<file path="src/rtl/seq_generator.sv">
// seq_generator: serial pattern transmitter.
// Captures a WIDTH-bit pattern on an accepted start and shifts it out MSB-first,
// one bit per clock, for a programmable number of back-to-back repetitions.
// Optional feature macro: PARITY_EN appends an even-parity bit after each repetition.
// All outputs come straight from flops; nothing combinational reaches x/valid/busy/done.
module seq_generator #(
   parameter int WIDTH = 4,
   parameter int REP_W = 4
) (
   input  logic             clk,
   input  logic             reset_n,
   input  logic             start,
   input  logic [WIDTH-1:0] pattern,
   input  logic [REP_W-1:0] repeat_cnt,
   output logic             x,
   output logic             valid,
   output logic             busy,
   output logic             done
);

   localparam int CNT_W = $clog2(WIDTH);
   localparam logic [CNT_W-1:0] LAST_BIT = CNT_W'(WIDTH - 1);

   typedef enum logic [1:0] {
      IDLE,
      SHIFT,
`ifdef PARITY_EN
      PARITY,
`endif
      DONE
   } state_t;

   state_t state, state_d;

   logic [WIDTH-1:0] hold, hold_d;
   logic [WIDTH-1:0] shreg, shreg_d;
   logic [CNT_W-1:0] bitcnt, bitcnt_d;
   logic [REP_W-1:0] rep, rep_d;
   logic             x_d, valid_d, busy_d, done_d;
   logic             end_of_rep;

   // Next-state and datapath decisions, followed by the output values the
   // next state will present so that every output can be registered.
   always_comb begin
      state_d    = state;
      hold_d     = hold;
      shreg_d    = shreg;
      bitcnt_d   = bitcnt;
      rep_d      = rep;
      end_of_rep = 1'b0;

      case (state)
         IDLE: begin
            if (start) begin
               hold_d   = pattern;
               shreg_d  = pattern;
               rep_d    = (repeat_cnt == '0) ? REP_W'(1) : repeat_cnt;
               bitcnt_d = '0;
               state_d  = SHIFT;
            end
         end
         SHIFT: begin
            if (bitcnt == LAST_BIT) begin
`ifdef PARITY_EN
               state_d = PARITY;
`else
               end_of_rep = 1'b1;
`endif
            end else begin
               shreg_d  = {shreg[WIDTH-2:0], 1'b0};
               bitcnt_d = bitcnt + CNT_W'(1);
            end
         end
`ifdef PARITY_EN
         PARITY: begin
            end_of_rep = 1'b1;
         end
`endif
         DONE: begin
            state_d = IDLE;
         end
         default: begin
            state_d = IDLE;
         end
      endcase

      // A finished repetition either restarts from the held copy with no gap
      // or, on the last repetition, closes the stream.
      if (end_of_rep) begin
         if (rep > REP_W'(1)) begin
            shreg_d  = hold;
            rep_d    = rep - REP_W'(1);
            bitcnt_d = '0;
            state_d  = SHIFT;
         end else begin
            state_d = DONE;
         end
      end

      x_d     = 1'b0;
      valid_d = 1'b0;
      busy_d  = 1'b0;
      done_d  = 1'b0;
      case (state_d)
         SHIFT: begin
            x_d     = shreg_d[WIDTH-1];
            valid_d = 1'b1;
            busy_d  = 1'b1;
         end
`ifdef PARITY_EN
         PARITY: begin
            x_d     = ^hold_d;
            valid_d = 1'b1;
            busy_d  = 1'b1;
         end
`endif
         DONE: begin
            done_d = 1'b1;
         end
         default: begin
            x_d = 1'b0;
         end
      endcase
   end

   // State, datapath and output registers; reset abandons any stream in flight.
   always_ff @(posedge clk or negedge reset_n) begin
      if (!reset_n) begin
         state  <= IDLE;
         hold   <= '0;
         shreg  <= '0;
         bitcnt <= '0;
         rep    <= '0;
         x      <= 1'b0;
         valid  <= 1'b0;
         busy   <= 1'b0;
         done   <= 1'b0;
      end else begin
         state  <= state_d;
         hold   <= hold_d;
         shreg  <= shreg_d;
         bitcnt <= bitcnt_d;
         rep    <= rep_d;
         x      <= x_d;
         valid  <= valid_d;
         busy   <= busy_d;
         done   <= done_d;
      end
   end

endmodule
</file>
<file path="config.mk">
export PLATFORM = sky130hd
export DESIGN_NAME = seq_generator
export DESIGN_NICKNAME = d
export VERILOG_FILES = /design/src/rtl/seq_generator.sv
export SDC_FILE = /design/constraint.sdc
export NUM_CORES = 1
export LEC_CHECK = 0
export ABC_AREA = 1
export CORE_MARGIN = 2
export CORE_UTILIZATION = 30
export DETAILED_ROUTE_END_ITERATION = 8
export GPL_TIMING_DRIVEN = 0
export PLACE_DENSITY = 0.59
export SLEW_MARGIN = 15
export SYNTH_ARGS = -nofsm -noshare
export SYNTH_HDL_FRONTEND = slang
export SYNTH_SLANG_ARGS = --single-unit
export TNS_END_PERCENT = 20
</file>
<file path="constraint.sdc">
create_clock -name clk -period 1.55 [get_ports clk]
set_input_delay 0.3875 -clock clk [delete_from_list [all_inputs] [get_ports clk]]
set_output_delay 0.3875 -clock clk [all_outputs]
set_load 0.05 [all_outputs]
</file>
== After elaboration in Yosys (flattened, before gate mapping) ==
Index checks and enable logic that the tools add are counted.

* Bits of input ports: 11
* Register bits: 19
* Output and inout port bits: 4

* Add/subtract/negate cells: 2
* Reductions and logical operators: 3
* Equality and inequality tests: 4
* $lt $le $gt $ge: 1
* Mux-type cells: 24

{| class="wikitable"
|+ Operators with widths
! operator !! count
|-
| $mux 4 || 9
|-
| $mux 2 || 7
|-
| $pmux 2 s2 || 2
|-
| $pmux 4 s2 || 1
|-
| $mux 1 || 5
|-
| $eq 2x1->1 const B || 2
|-
| $eq 2x2->1 const B || 2
|-
| $gt 4x1->1 const B || 1
|-
| $logic_not 4->1 || 1
|-
| $sub 4x1->4 const B || 1
|-
| $add 2x1->2 const B || 1
|-
| $logic_not 2->1 || 1
|-
| $reduce_and 2->1 || 1
|}

== Longest topological paths before layout ==
* Depth in word-level cells: 6
* Depth in mapped cells: 8
* Mapped depth without buffers: 8

== Worst setup path after synthesis ==
No wires, ideal clock.

* Path type: reg-to-reg
* Start: register rep[0]
* End: register x
* Period minus slack after synthesis: 1.334 ns
* Stages on the path, launching flop included: 9
* Path slack: 0.216 ns
* Library setup time: 0.115 ns
* Data arrival time: 1.220 ns
* Data required time: 1.435 ns
* Path through: dfrtp_1 inv_1 ha_1 o21ai_2 nand2_4 inv_4 nand2_1 nand2_1 nor2_1

* Longest elaborated chain between the ends: 5

{| class="wikitable"
|+ Ends and longest elaborated chain
! what !! RTL line !! text
|-
| from (decl) || 38 || <nowiki>logic [REP_W-1:0] rep, rep_d;</nowiki>
|-
| from (signal assigned) || 143 || <nowiki>rep <= rep_d;</nowiki>
|-
| $gt 4x1->1 (*) || 90 || <nowiki>if (rep > REP_W'(1)) begin</nowiki>
|-
| $mux 2 || 90 ||
|-
| $mux 2 || 89 || <nowiki>if (end_of_rep) begin</nowiki>
|-
| $eq 2x1->1 || 104 || <nowiki>case (state_d)</nowiki>
|-
| $mux 1 (*) || 104 ||
|-
| via x_d || 39 || <nowiki>logic x_d, valid_d, busy_d, done_d;</nowiki>
|-
| to (signal assigned) || 134 || <nowiki>x <= 1'b0;</nowiki>
|-
| to (signal assigned) || 144 || <nowiki>x <= x_d;</nowiki>
|-
| to (decl) || 15 || <nowiki>output logic x,</nowiki>
|}

The timed path passes the listed nets; every way through them passes the cells marked *.
A chain may end at the register's enable or synchronous reset.

== Worst setup path after layout ==
* Start: register done
* End: output port done

{| class="wikitable"
|+ RTL lines
! what !! RTL line !! text
|-
| from (decl) || 18 || <nowiki>output logic done</nowiki>
|-
| from (signal assigned) || 147 || <nowiki>done <= done_d;</nowiki>
|}

No word-level cell between the ends.

==> qor.txt <==
Highest routed layer -> met4
Full die area -> 3630 µm²
Max incr delay on CP -> 490 ps
DR WL met3 -> 49 µm
Reg-to-Reg Start -> rep[0]$_DFF_PN0_
Top post-synthesis cells by area -> dfrtp_1, nand2_1, inv_1, nand3_1, ha_1
CP top delay family -> buffers and inverters
Post-Route M1 WL -> 863 µm
CTS tree -> built
Largest net degree at the start of global routing -> 20
Via Count -> 756
Setup CP Type -> register to output pin
Layout cell share with drive strength beyond 1 -> 0.202
Detail-routed net length per standard cell -> 10.8 µm
Maximum vdd drop -> 0.000174 V
Final setup TNS -> 0 ps
Crit. Startpoint -> done$_DFF_PN0_
Syn nets -> 121
DR vias/cell -> 4.37
Fmax -> 666 MHz
Worst hold path startpoint -> hold[2]$_DFFE_PN0P_
Netlist cell types -> 26
Average size of a mapped cell -> 8.78 µm²
Total core area -> 3030 µm²
CP cell instances -> clkdlybuf4s15_1
Pwr per Cell Area -> 657 nW/µm²
Syn Inst Count -> 108
Initial antenna violation count -> 0
CTS max path bufs -> 2
Routed Antenna Nets -> 0
First-pass GRT wire length -> 3100 µm
Met2 wire length -> 914 µm
Lkg Pwr -> 0.000623 µW
Worst Skew -> 8.22 ps
DRC -> 0
Max stage delay cell, worst path -> clkdlybuf4s15_1
Setup violations, final -> 0
Total routed wirelength -> 1870 µm
DR pass1 iterations -> 4
Hold depth -> 2
Share of the synthesized area in the top cell type -> 0.501
Final period utilization -> 0.969
Worst EP arrival -> 1110 ps
Layout net count -> 143
Overflow after GRT -> 0
All-layer global routing usage -> 0.117
Worst Path Max Fanout -> 1
Critical Path End Type -> output pin
Stages on the worst setup path -> 1
CTS Buf Count -> 3
Initial Util -> 0.313
Seq/Total Area, Yosys -> 0.501
IO buf count -> 14
Clock Sinks -> 19
Fin. Hold Viols -> 0
Crit path required time -> 1160 ps
Initial DRC count -> 35
Post-route cell area -> 1200 µm²
Diode count -> 0
Pwr Total -> 785 µW
RSZ-0062 raised after global routing -> no
Worst-Skew Late Latency -> 300 ps
Die width -> 60.2 µm
Vias in the first global route -> 706
Status -> completed
Max Cap Viol -> 0
IO Count -> 15
Synth Cell Area -> 948 µm²
Area grow syn2layout -> 26.1%
Startpoint Class -> register
Hold Path Class -> register to register
WP buf/inv -> 1
FF+latch count, synth -> 19
Worst-margin pin slew -> 872 ps
Fin. max-slew vios -> 0
Root Driver -> clkbuf_4
Fin crit period -> 1500 ps
Worst Reg-to-Reg Cells -> 8
Cell Area, Placed -> 1140 µm²
HPWL Detailed -> 1330 µm
Synth Warn # -> 0
Chip height -> 60.2 µm
Yosys top cell by area -> dfrtp_1
Row cnt -> 20
CTS clk-pin slew, worst paths -> 100 ps
RePlAce Congestion -> 0.709
Max-slew headroom -> 0.417
H-Tree Level Count -> 1
synth_stat cells, drive strengths merged:
cell type and count:
nor2 8, inv 15, nor3 6, dfrtp 19, nand3 8, nand2 30
xnor2 1, xor2 1, o21ai 9, a21oi 5, ha 2, or2 1
nand4 1, buf 2
layout by cell type, fill, tap and decap left out:
cell type	Yosys	layout
nor3_1	4	4
clkdlybuf4s15_1	0	2
buf_4	1	4
xor2_1	1	1
dfrtp_1	19	19
inv_2	2	2
nor3_2	2	2
inv_1	12	12
nor2_2	2	2
nand4_1	1	1
buf_6	1	1
clkbuf_4	0	3
nand2_1	26	26
a21oi_2	1	1
nand2_2	3	4
ha_2	0	1
o21ai_0	5	5
clkbuf_2	0	1
nor2_1	5	5
or2_0	1	1
clkbuf_1	0	1
a21oi_1	4	4
nor2_4	1	1
xnor2_1	1	1
nand3_4	1	1
inv_6	0	1
nand3_1	7	7
o21ai_1	3	3
nand2_4	1	1
o21ai_4	0	1
ha_1	2	1
clkdlybuf4s50_1	0	10
path summary, 6_finish.rpt:
kind / endpoint / slack (ps)
max in group asynchronous: hold[3]$_DFFE_PN0P_ / 440
worst min-delay path: shreg[2]$_DFF_PN0_ / 490
worst max register to register: x$_DFF_PN0_ / 130
min in group asynchronous: rep[0]$_DFF_PN0_ / 570
worst min register to register: shreg[2]$_DFF_PN0_ / 490
worst max-delay path: done / 50
per-stage QoR:
step                      setup WS [ps]   util  hold slack (ps)  instances
after floorplan                     216      -             91.9        108
after global placement            -34.1  0.378              459        166
after detailed placement          -45.9  0.378              468        166
after CTS                          3.25  0.385              497        170
after global routing               1.68  0.395              529        173
final                              47.8  0.395              491        173
sequential cells by signal, summed over array words and instances, names as in the netlist:
signal,cells
hold,4
shreg,4
rep,4
done,1
bitcnt,2
x,1
busy,1
state,2
layout make-up:
| type | count | area [µm²] |
|---|---|---|
| clock buffers | 4 | 26.3 |
| well taps | 44 | 55.1 |
| fillers | 323 | 1830 |
| plain buffers | 2 | 18.8 |
| inverters | 15 | 61.3 |
| multi-input cells | 73 | 412 |
| repair buffers | 16 | 148 |
| flip-flops and latches | 19 | 475 |
kinds of logic (layout without fill, tap and decap cells):
family | count (synthesis) | count (layout) | synth area share
simple gates | 54 | 55 | 0.290
flops | 19 | 19 | 0.501
buf+inv | 17 | 37 | 0.0818
compound gates | 14 | 14 | 0.0818
fa+ha+maj | 2 | 2 | 0.0264
xor+xnor | 2 | 2 | 0.0185
per-layer routing:
layer / track usage / up-vias
met4: 0.0667 / 0
met5: 0 / -
met2: 0.191 / 12
li1: - / 385
met3: 0.0195 / 4
met1: 0.145 / 355
report_power, final:
| part | switching (µW) | leakage, µW | internal (µW) |
|---|---|---|---|
| clock | 152 | 0.0000150 | 100 |
| sequential | 0 | 0.000241 | 495 |
| combinational | 15.2 | 0.000367 | 22.5 |
worst min-delay path: stages (launching register included):
cell,delay [ps]
dfrtp_1,360
a21oi_1,60
nand2_1,50
timing repair:
action                                  CTS  global route
gates resized for setup                   6             6
cloned                                    0             1
pin swaps                                 0             2
buffers inserted                          0             2
endpoints found under the setup margin    4            11
hold buffers                              0             0
(Power assumes the default switching activity.)
